$ cat config.mk
export PLATFORM = sky130hd
export DESIGN_NAME = if_fetch_unit
export DESIGN_NICKNAME = d
export VERILOG_FILES = /design/src/rtl/if_fetch_unit.sv
export SDC_FILE = /design/constraint.sdc
export NUM_CORES = 1
export LEC_CHECK = 0
export BUFFER_PORTS_ARGS = -buffer_cell sky130_fd_sc_hd__buf_2
export CAP_MARGIN = 30
export CORE_MARGIN = 5
export CORE_UTILIZATION = 56
export CTS_CLUSTER_DIAMETER = 80
export DETAILED_ROUTE_END_ITERATION = 10
export PLACE_DENSITY_LB_ADDON = 0.3
export SKIP_LAST_GASP = 1
export SYNTH_ARGS = -nofsm -noshare
export SYNTH_HDL_FRONTEND = slang
export SYNTH_SLANG_ARGS = --single-unit
$ cat constraint.sdc
create_clock -name clk -period 9.05 [get_ports clk]
set_input_delay 0.905 -clock clk [delete_from_list [all_inputs] [get_ports clk]]
set_output_delay 0.905 -clock clk [all_outputs]
set_load 0.02 [all_outputs]
$ cat src/rtl/if_fetch_unit.sv
// if_fetch_unit: instruction-fetch stage with PC, variable-latency imem port and one-entry skid buffer.
// Optional feature: define IF_FETCH_MISALIGN_EN to add fetch_fault and park on misaligned redirects.
module if_fetch_unit #(
    parameter logic [31:0] RESET_PC  = 32'h0000_0000,
    parameter logic [31:0] NOP_INSTR = 32'h0000_0000
) (
    input  logic        clk,
    input  logic        reset,
    input  logic        stall,
    input  logic        redirect_valid,
    input  logic [31:0] redirect_pc,
    output logic        imem_req,
    output logic [31:0] imem_addr,
    input  logic        imem_ready,
    input  logic [31:0] imem_rdata,
    output logic        inst_valid,
    output logic [31:0] instruction_out,
    output logic [31:0] PCNext4_out,
    output logic [31:0] PCNow_out
`ifdef IF_FETCH_MISALIGN_EN
    ,
    output logic        fetch_fault
`endif
);

    typedef enum logic [1:0] {IDLE, FETCH, DRAIN, HOLD} state_t;

    state_t      state_q, state_d;
    logic [31:0] pc_q, pc_d;
    logic [31:0] tgt_q, tgt_d;
    logic        pend_q, pend_d;
    logic [31:0] skid_data_q, skid_data_d;
    logic [31:0] skid_pc_q, skid_pc_d;
    logic        valid_q, valid_d;
    logic [31:0] instr_q, instr_d;
    logic [31:0] pcnow_q, pcnow_d;
    logic [31:0] pcn4_q, pcn4_d;
    logic        fault_q, fault_d;
    logic        accept;
    logic        busy;
    logic        misaligned;
    logic [31:0] redir_tgt;

`ifdef IF_FETCH_MISALIGN_EN
    assign misaligned  = redirect_pc[1:0] != 2'b00;
    assign redir_tgt   = redirect_pc;
    assign fetch_fault = fault_q;
`else
    assign misaligned  = 1'b0;
    assign redir_tgt   = redirect_pc & ~32'h3;
`endif

    assign imem_addr       = pc_q;
    assign inst_valid      = valid_q;
    assign instruction_out = instr_q;
    assign PCNow_out       = pcnow_q;
    assign PCNext4_out     = pcn4_q;

    // Request generation plus next-state for PC, FSM, skid buffer and output registers.
    always_comb begin
        state_d     = state_q;
        pc_d        = pc_q;
        tgt_d       = tgt_q;
        skid_data_d = skid_data_q;
        skid_pc_d   = skid_pc_q;
        valid_d     = valid_q;
        instr_d     = instr_q;
        pcnow_d     = pcnow_q;
        pcn4_d      = pcn4_q;
        fault_d     = fault_q;
        imem_req    = state_q == DRAIN ||
                      (state_q == FETCH && (!stall || !valid_q || pend_q));
        accept      = imem_req && imem_ready;
        busy        = imem_req && !imem_ready;
        pend_d      = busy;
        if (redirect_valid) begin
            valid_d = 1'b0;
            instr_d = NOP_INSTR;
            fault_d = misaligned;
            if (misaligned) pcnow_d = redirect_pc;
            if (busy) begin
                state_d = DRAIN;
                tgt_d   = redir_tgt;
            end else begin
                state_d = misaligned ? IDLE : FETCH;
                pc_d    = redir_tgt;
            end
        end else begin
            case (state_q)
                IDLE: state_d = fault_q ? IDLE : FETCH;
                FETCH: begin
                    if (accept) begin
                        pc_d = pc_q + 32'd4;
                        if (stall) begin
                            skid_data_d = imem_rdata;
                            skid_pc_d   = pc_q;
                            state_d     = HOLD;
                        end else begin
                            valid_d = 1'b1;
                            instr_d = imem_rdata;
                            pcnow_d = pc_q;
                            pcn4_d  = pc_q + 32'd4;
                        end
                    end
                end
                DRAIN: begin
                    if (imem_ready) begin
                        pc_d    = tgt_q;
                        state_d = fault_q ? IDLE : FETCH;
                    end
                end
                default: begin
                    if (!stall) begin
                        valid_d = 1'b1;
                        instr_d = skid_data_q;
                        pcnow_d = skid_pc_q;
                        pcn4_d  = skid_pc_q + 32'd4;
                        state_d = FETCH;
                    end
                end
            endcase
        end
    end

    // State and datapath registers with asynchronous reset.
    always_ff @(posedge clk or posedge reset) begin
        if (reset) begin
            state_q     <= IDLE;
            pc_q        <= RESET_PC;
            tgt_q       <= RESET_PC;
            pend_q      <= 1'b0;
            skid_data_q <= NOP_INSTR;
            skid_pc_q   <= 32'h0;
            valid_q     <= 1'b0;
            instr_q     <= NOP_INSTR;
            pcnow_q     <= 32'h0;
            pcn4_q      <= 32'h0;
            fault_q     <= 1'b0;
        end else begin
            state_q     <= state_d;
            pc_q        <= pc_d;
            tgt_q       <= tgt_d;
            pend_q      <= pend_d;
            skid_data_q <= skid_data_d;
            skid_pc_q   <= skid_pc_d;
            valid_q     <= valid_d;
            instr_q     <= instr_d;
            pcnow_q     <= pcnow_d;
            pcn4_q      <= pcn4_d;
            fault_q     <= fault_d;
        end
    end

endmodule

# Word-level counts from Yosys, hierarchy flattened

Cells that the tools add are included.

Flip-flop bits (word level): 226
Bits of input ports: 69

Equality and inequality tests: 10
Mux-type cells: 29
Reduce and logical (&&, ||, !) cells: 19
Bitwise operators: 3
Add/subtract/negate cells: 2

Operator list:

| operator                | number |
|---|---|
| $mux W32                | 14 |
| $pmux W32 S2            | 4 |
| $add A32 B3 Y32 const B | 2 |
| $reduce_and A4 Y1       | 4 |
| $mux W2                 | 6 |
| $ne A3 B3 Y1 const B    | 3 |
| $pmux W2 S3             | 1 |
| $ne A5 B1 Y1 const B    | 1 |
| $ne A2 B1 Y1 const B    | 2 |
| $ne A2 B2 Y1 const B    | 2 |
| $reduce_and A2 Y1       | 2 |
| $logic_and A1 B1 Y1     | 3 |
| $logic_not A1 Y1        | 3 |
| $logic_or A1 B1 Y1      | 3 |
| $mux W1                 | 3 |
| $not A1 Y1              | 3 |
| $reduce_and A3 Y1       | 1 |
| $reduce_bool A3 Y1      | 1 |
| $eq A2 B1 Y1 const B    | 1 |
| $eq A2 B2 Y1 const B    | 1 |
| $logic_not A2 Y1        | 1 |
| $pmux W1 S2             | 1 |
| $reduce_or A2 Y1        | 1 |

# Depth between registers and ports, before layout

Gate-level depths: netlist of the first run.

Depth in word-level cells: 9
Mapped depth: 10

# Worst setup path before layout of the first run

No wires, ideal clock.

Path type: input port to flip-flop
Start: input port stall
End: register skid_data_q[0]
Required time: 8.925 ns
Library setup time: 0.125 ns
Cell stages on the path: 8
Arrival: 2.553 ns
Setup slack: 6.373 ns
Cells stage by stage: nand3b_1 a21oi_1 inv_2 nand3_1 nand3b_1 buf_2 buf_2 mux2_2

Longest elaborated chain between the ends: 7

Ends and longest elaborated chain:

| element                            | line | RTL |
|---|---|---|
| start, declared                    | 9    | `input logic stall,` |
| $logic_not A1 Y1                   | -    |  |
| $logic_or A1 B1 Y1 (2 in a row)    | 72   | `(state_q == FETCH && (!stall \|\| !valid_q \|\| pend_q));` |
| $logic_and A1 B1 Y1                | 72   |  |
| $logic_or A1 B1 Y1                 | 71   | `imem_req = state_q == DRAIN \|\|` |
| named net imem_req                 | 12   | `output logic imem_req,` |
| $logic_and A1 B1 Y1                | 73   | `accept = imem_req && imem_ready;` |
| $reduce_and A4 Y1 (no source line) | -    |  |
| end signal, assigned               | 144  | `skid_data_q <= skid_data_d;` |
| end, declared                      | 32   | `logic [31:0] skid_data_q, skid_data_d;` |

The timed path passes the listed nets, and every way through them passes these cells.
A chain may end at the register's enable or synchronous reset.

# Worst setup path after layout of the first run

Start: register state_q[0]
End: register skid_data_q[15]

Longest elaborated chain between the ends: 5

Ends and longest elaborated chain:

| element                                | line   | RTL |
|---|---|---|
| start, declared                        | 28     | `state_t state_q, state_d;` |
| start signal, assigned                 | 140    | `state_q <= state_d;` |
| $eq A2 B1 Y1                           | 72, 89 |  |
| $logic_and A1 B1 Y1                    | 72     |  |
| $logic_or A1 B1 Y1                     | 71     |  |
| $logic_and A1 B1 Y1                    | 73     |  |
| $reduce_and A4 Y1 (no source line) (*) | -      |  |

Every way passes the cells marked *; elsewhere a longest branch is shown, timed or not.

==> results of run 1 <==
[critical path: cells and delay by family (launching register included)]
kind	cells	cell delay (ns)
adder cells (fa/ha/maj)	1	0.37
AO/OA/AOI/OAI	1	0.61
flip-flops	1	0.43
AND/OR/NAND/NOR	2	0.80
multiplexers	1	0.41
buffers and inverters	2	0.89
[routing by layer]
layer / track usage / routed length [um] / up-vias
li1: - / - / 3911
met1: 0.353 / 12000 / 4159
met2: 0.412 / 13000 / 308
met3: 0.0591 / 2150 / 65
met4: 0.0771 / 811 / 6
met5: 0 / 34 / -
[registers in the layout, summed over array words and instances, names as in the netlist]
| signal | count |
|---|---|
| PCNext4_out | 30 |
| PCNow_out | 30 |
| imem_addr | 30 |
| inst_valid | 1 |
| instruction_out | 32 |
| pend_q | 1 |
| skid_data_q | 32 |
| skid_pc_q | 30 |
| state_q | 2 |
| tgt_q | 30 |
[final cells by class]
type,instances,area share
multi-input combinational,699,0.392
clock buffer,36,0.0578
clock inverter,8,0.00915
tap,234,0.0233
sequential,218,0.433
antenna,1,0.000199
inverter,10,0.00358
timing repair buffer,199,0.0809
[power groups by stage]
stage / clock network [mW] / logic (mW) / registers, mW
floorplan: 0 / 1.18 / 1.97
global placement: 0 / 1.88 / 1.83
detailed placement: 0 / 1.93 / 1.85
CTS: 1.04 / 1.94 / 1.84
global route: 1.09 / 2.11 / 1.91
finish: 1.03 / 1.93 / 1.85
[layout by cell type, fill, tap and decap left out, types with 6 or more instances in the layout]
cell type | synthesis | routed
a211oi_1 | 7 | 7
a21oi_1 | 26 | 26
a31oi_1 | 9 | 8
and3_1 | 7 | 7
and4_1 | 7 | 7
buf_2 | 13 | 190
buf_4 | 7 | 9
clkbuf_16 | 0 | 25
clkbuf_8 | 0 | 6
conb_1 | 1 | 6
dfrtp_1 | 218 | 218
inv_1 | 9 | 8
mux2_2 | 93 | 93
mux2i_1 | 71 | 71
nand2_1 | 124 | 124
nand2b_1 | 8 | 8
nand3_1 | 32 | 31
nand4_1 | 13 | 13
nor2_1 | 37 | 37
nor3_1 | 20 | 19
o211ai_1 | 11 | 11
o21ai_0 | 84 | 84
o221ai_1 | 17 | 17
o22ai_1 | 7 | 7
xnor2_1 | 35 | 35
xor2_1 | 16 | 16
[how the worst max path moves through the flow]
stage | slack, ns | startpoint | to | depth (start not counted)
floorplan | 2.18 | reset | PCNext4_out[10] | 1
global placement | 5.08 | redirect_valid | skid_data_q[2] | 5
detailed placement | 5.06 | stall | skid_data_q[2] | 8
CTS | 5.34 | state_q[1] | skid_data_q[15] | 8
global route | 5.18 | state_q[1] | skid_data_q[4] | 8
finish | 5.34 | state_q[0] | skid_data_q[15] | 7
[per-stage QoR]
stage               utilization  setup WS (ns)  hold slack [ns]  instance area (um2)
global route              0.671           5.18            0.498                12600
floorplan                     -           2.18            0.472                10700
detailed placement        0.626           5.06            0.458                11700
global placement          0.625           5.08            0.454                11700
finish                    0.671           5.34            0.468                12600
CTS                       0.670           5.34            0.478                12600
[logic make-up after synthesis]
| group | Yosys count |
|---|---|
| adders and majority gates | 5 |
| AOI/OAI and AO/OA | 205 |
| muxes | 165 |
| buffers and inverters | 93 |
| other | 1 |
| and+or+nand+nor | 267 |
| xor gates and xnor gates | 51 |
| DFF | 218 |
==> impl_metrics.toml, run 1 <==
[synth]
synth_flop_cell = "dfrtp_1"
synth_compound_gate_area_share = 0.122
synth_xor_area_frac = 0.0417
ys_ff_latch = 218
synth_area_leader_cell = "dfrtp_1"
syn_avg_cell_area_um2 = 10.7
seq_area_frac_synth = 0.509
synth_async_sr_flop_share = 1.00
synth_top_family_by_area = "multiplexers"
yosysTopAreaCellShare = 0.509
synth.most_common_cell = "dfrtp_1"
synth_cell_types = 59
ys_warn_count = 0
synth_area_leaders = "dfrtp_1 (51%), mux2_2 (9.8%), mux2i_1 (6.6%)"
synthSimpleGateAreaFrac = 0.118
synth-edff-count = 0
synth_fa_ha_area_frac = 0.00584
netlist_instances = 1005
synth_common_cells = "dfrtp_1 (218), nand2_1 (124), mux2_2 (93)"
muxShareOfSynthArea = 0.165
syn-cell-area_um2 = 10700

[timing]
fin_crit_ns = 3.71
maxSlewHeadroom = 0.344
finalHoldViolations = 0
skew_ns = 0.0256
maxSlewViolCount = 0
finalCritPeriodShare = 0.410
tns_ns = 0
rsz0062_at_grt = "no"
tightest_slew_ns = 0.984
clock.fmax_mhz = 270
setup_viol_count_final = 0

[power_and_ir_drop]
pwr-share-comb = 0.401
p_clk_frac = 0.214
switching_share = 0.404
p_seq_frac = 0.385
p_int_mw = 2.86
power_mw = 4.80
peakVddDrop_uv = 257
power_density_nw_per_um2 = 381
switchingPower_mw = 1.94
power_leakage_nw = 5.85

[route]
drcViolationCount = 0
via_per_inst = 6.01
ant_nets = 0
vias = 8449
wire_per_inst_um = 20.0
drt-total-wl_um = 28000
first_pass_iters = 5
drt_iter0_drc = 623

[floorplan]
row_count = 50
ios = 199
core_um2 = 18800
initial_utilization = 0.571
die_w_um = 148
dieHeight_um = 148
die-area_um2 = 22000

[placed_design]
hpwl_um = 19200
port-buffer-count = 190
place_inst = 1360
finalWeightedCongestion = 0.896

[critical_path]
r2r_start = "state_q[0]"
required_ns = 9.43
slowest_delay_ns = 0.70
end_kind = "flop"
r2r_slack_ns = 5.34
crit_type = "reg -> reg"
worstSetupStartpointType = "flop"
r2r_cells = 7
worstReg2RegEnd = "skid_data_q[15]"
cp_max_fo = 49
crit_arrival_ns = 4.08
crit_path_top_delay_cell = "buf_4"
cp_cell_sequence = "ha_4 > a21oi_1 > inv_2 > nand3_1 > nand3b_1 > buf_4 > mux2_2"

[hold_path]
holdCritPathClass = "reg -> reg"
hold_depth = 2
min-delay-start = "instruction_out[2]"
worstHoldEndpoint = "instruction_out[2]"

[cts]
root_buffer = "clkbuf_16"
clk_pin_slew_worst_paths_ns = 0.06
clockBufferDepth = 3
cts_inserted_buffers = 24
cts_hold_buf = 0
cts_setup_buffers = 0
cts_resized = 0
clkLatencyLatePin_ns = 0.52
cts_tree = "done"
htreeDepth = 1
cts_num_sinks = 218

[grt]
grt_util_all_layers = 0.257
grt_pass1_wl_um = 45900
grt_pass1_vias = 8613
antenna_found_initial = 4
grt_max_degree = 86
overflow = 0

[outcome]
outcome = "complete, no violations"

[layout]
regArea_um2 = 5460
syn_to_final_growth_pct = 17.5
fin_cells = 1405
nFillCells = 1458
nNetsFinal = 1226
drive_gt1_frac = 0.294
multiInputGateArea_um2 = 4930

[flow_run]
cap_violations = 0
Power figures use the tool's default switching activity.
==> inputs of run 2 (changes only) <==
--- a/config.mk
+++ b/config.mk
@@ -5,10 +5,11 @@
 export SDC_FILE = /design/constraint.sdc
 export NUM_CORES = 1
 export LEC_CHECK = 0
+export ABC_AREA = 1
 export BUFFER_PORTS_ARGS = -buffer_cell sky130_fd_sc_hd__buf_2
 export CAP_MARGIN = 30
 export CORE_MARGIN = 5
-export CORE_UTILIZATION = 56
+export CORE_UTILIZATION = 57
 export CTS_CLUSTER_DIAMETER = 80
 export DETAILED_ROUTE_END_ITERATION = 10
 export PLACE_DENSITY_LB_ADDON = 0.3
==> constraint.sdc (replaced) <==
create_clock -name clk -period 3.8 [get_ports clk]
set_input_delay 0.38 -clock clk [delete_from_list [all_inputs] [get_ports clk]]
set_output_delay 0.38 -clock clk [all_outputs]
set_load 0.02 [all_outputs]
==> run 2 against run 1 <==
  * Area after synthesis grew 6.8%
  * Critical path type unchanged
  * Die area increased by 4.6%
  * Flip-flop and latch count is the same
  * Clock power increased by 120%
  * First-iteration DRC count up 73%
  * Setup slack got worse by 4.2 ns
==> impl_metrics.toml, run 2 <==
[route]
drcViolationCount = 0
drt-total-wl_um = 32600
ant_nets = 0
first_pass_iters = 6
via_per_inst = 5.46
vias = 10588
drt_iter0_drc = 1077
wire_per_inst_um = 16.8

[timing]
tightest_slew_ns = 0.981
setup_viol_count_final = 0
clock.fmax_mhz = 376
skew_ns = 0.0160
finalHoldViolations = 0
maxSlewViolCount = 0
fin_hold_ws_ns = 0.0402
maxSlewHeadroom = 0.346
rsz0062_at_grt = "no"
finalCritPeriodShare = 0.700
fin_crit_ns = 2.66
tns_ns = 0

[grt]
grt_pass1_wl_um = 51500
grt_util_all_layers = 0.283
overflow = 0
antenna_found_initial = 0
grt_max_degree = 128
grt_pass1_vias = 9707

[placed_design]
finalWeightedCongestion = 0.952
port-buffer-count = 190
place_inst = 1897
hpwl_um = 23000

[cts]
htreeDepth = 1
clockBufferDepth = 3
root_buffer = "clkbuf_16"
cts_setup_buffers = 0
cts_resized = 0
cts_hold_buf = 0
cts_tree = "done"
clk_pin_slew_worst_paths_ns = 0.06
cts_inserted_buffers = 24
clkLatencyLatePin_ns = 0.52
cts_num_sinks = 218

[flow_run]
cap_violations = 0

[power_and_ir_drop]
power_mw = 11.9
peakVddDrop_uv = 557
power_density_nw_per_um2 = 901
power_leakage_nw = 6.86
switchingPower_mw = 5.47
pwr-share-comb = 0.447
p_seq_frac = 0.362
switching_share = 0.459
p_clk_frac = 0.191
p_int_mw = 6.46

[layout]
syn_to_final_growth_pct = 15.7
final_cell_mix = "nand2_1 (570), dfrtp_1 (218), buf_2 (190)"
nNetsFinal = 1732
drive_gt1_frac = 0.172
fin_cells = 1938
final_common_cell = "nand2_1"
diodes = 0
final_core_util = 0.676

[critical_path]
crit_path_top_delay_cell = "buf_4"
worstSetupStartpointType = "flop"
end_kind = "flop"
slowest_delay_ns = 0.75
crit_arrival_ns = 3.07
cp_cell_sequence = "inv_1 > ha_4 > buf_4 > buf_4 > nand3_1 > nand3_1 > nand2_1"
r2r_cells = 7
cp_max_fo = 82
required_ns = 4.21
crit_type = "reg -> reg"

[floorplan]
initial_utilization = 0.584
die_w_um = 152
ios = 199
dieHeight_um = 152
row_count = 51
core_um2 = 19600
die-area_um2 = 23000

[outcome]
outcome = "complete, no violations"

[synth]
synth_common_cells = "nand2_1 (570), dfrtp_1 (218), o21ai_0 (137)"
netlist_instances = 1502
ys_warn_count = 0
synth_area_leader_cell = "dfrtp_1"
synth_area_leaders = "dfrtp_1 (48%), nand2_1 (19%), o21ai_0 (6.0%)"
synth-edff-count = 0
synth.most_common_cell = "nand2_1"
yosysTopAreaCellShare = 0.477
synth_cell_types = 32
syn-cell-area_um2 = 11400
ys_ff_latch = 218
synth_flop_cell = "dfrtp_1"
seq_area_frac_synth = 0.477
synth_async_sr_flop_share = 1.00
syn_avg_cell_area_um2 = 7.62

[hold_path]
holdCritPathClass = "in -> async"
==> run 2: changes by cell type in the layout (fill, tap and decap cells not counted), sizes merged, moves of 34 or more <==
| cell | delta |
|---|---|
| inv | +90 |
| mux2 | -61 |
| mux2i | -40 |
| nand2 | +450 |
| nand3 | +95 |
| nor2 | +84 |
| o21ai | +52 |
| xnor2 | -34 |
==> run 2: power by group through the flow <==
| stage | registers, mW | logic [mW] | clock network, mW |
|---|---|---|---|
| 2_1_floorplan | 4.83 | 2.98 | 0 |
| 3_5_place_dp | 4.30 | 5.28 | 0 |
| 6_report | 4.32 | 5.34 | 2.27 |
| 3_3_place_gp | 4.26 | 5.16 | 0 |
| 4_1_cts | 4.28 | 5.33 | 2.31 |
| 5_1_grt | 4.44 | 5.92 | 2.42 |
==> run 2: final timing paths <==
kind	from	to	slack (ns)
max	state_q[1]	PCNext4_out[29]	1.14
min	reset	PCNext4_out[2]	0.04
max reg2reg	state_q[1]	PCNext4_out[29]	1.14
min reg2reg	PCNow_out[16]	PCNow_out[16]	0.47
max in group asynchronous	reset	imem_addr[21]	3.18
min in group clk	imem_rdata[21]	skid_data_q[21]	0.11
==> run 2: cells by family after synthesis <==
group           Yosys count  synth area share
xor+xnor                 13           0.00995
flops                   218             0.477
mux                      64            0.0595
other cells               1          0.000328
fa+ha+maj                 5           0.00547
compound gates          196            0.0893
simple gates            827             0.289
buf+inv                 178            0.0692
==> run 2: stage by stage <==
step | setup slack [ns] | cell area [um2]
2_1_floorplan | 0.580 | 11500
3_3_place_gp | 1.24 | 12500
3_5_place_dp | 1.17 | 12500
4_1_cts | 1.15 | 13200
5_1_grt | 0.961 | 13200
6_report | 1.14 | 13200
==> run 2: worst max-delay path, delay by kind of cell (launching register included) <==
kind	cells	cell delay [ns]
fa+ha+maj	1	0.14
buf+inv	3	1.38
flops	1	0.40
simple gates	3	0.58
==> run 2: layout make-up <==
class | count | area [um2]
fill | 1700 | 6350
sequential | 218 | 5460
multi-input combinational | 1111 | 5230
timing repair buffer | 203 | 1070
clock buffer | 34 | 658
inverter | 100 | 382
tap | 265 | 332
clock inverter | 7 | 105
==> run 2: metal layers <==
layer,track usage,up-vias,share of wire
met2,0.416,447,0.44
met3,0.0467,44,0.088
li1,-,5127,-
met1,0.440,4970,0.45
met4,0.0647,0,0.020
met5,0,-,0
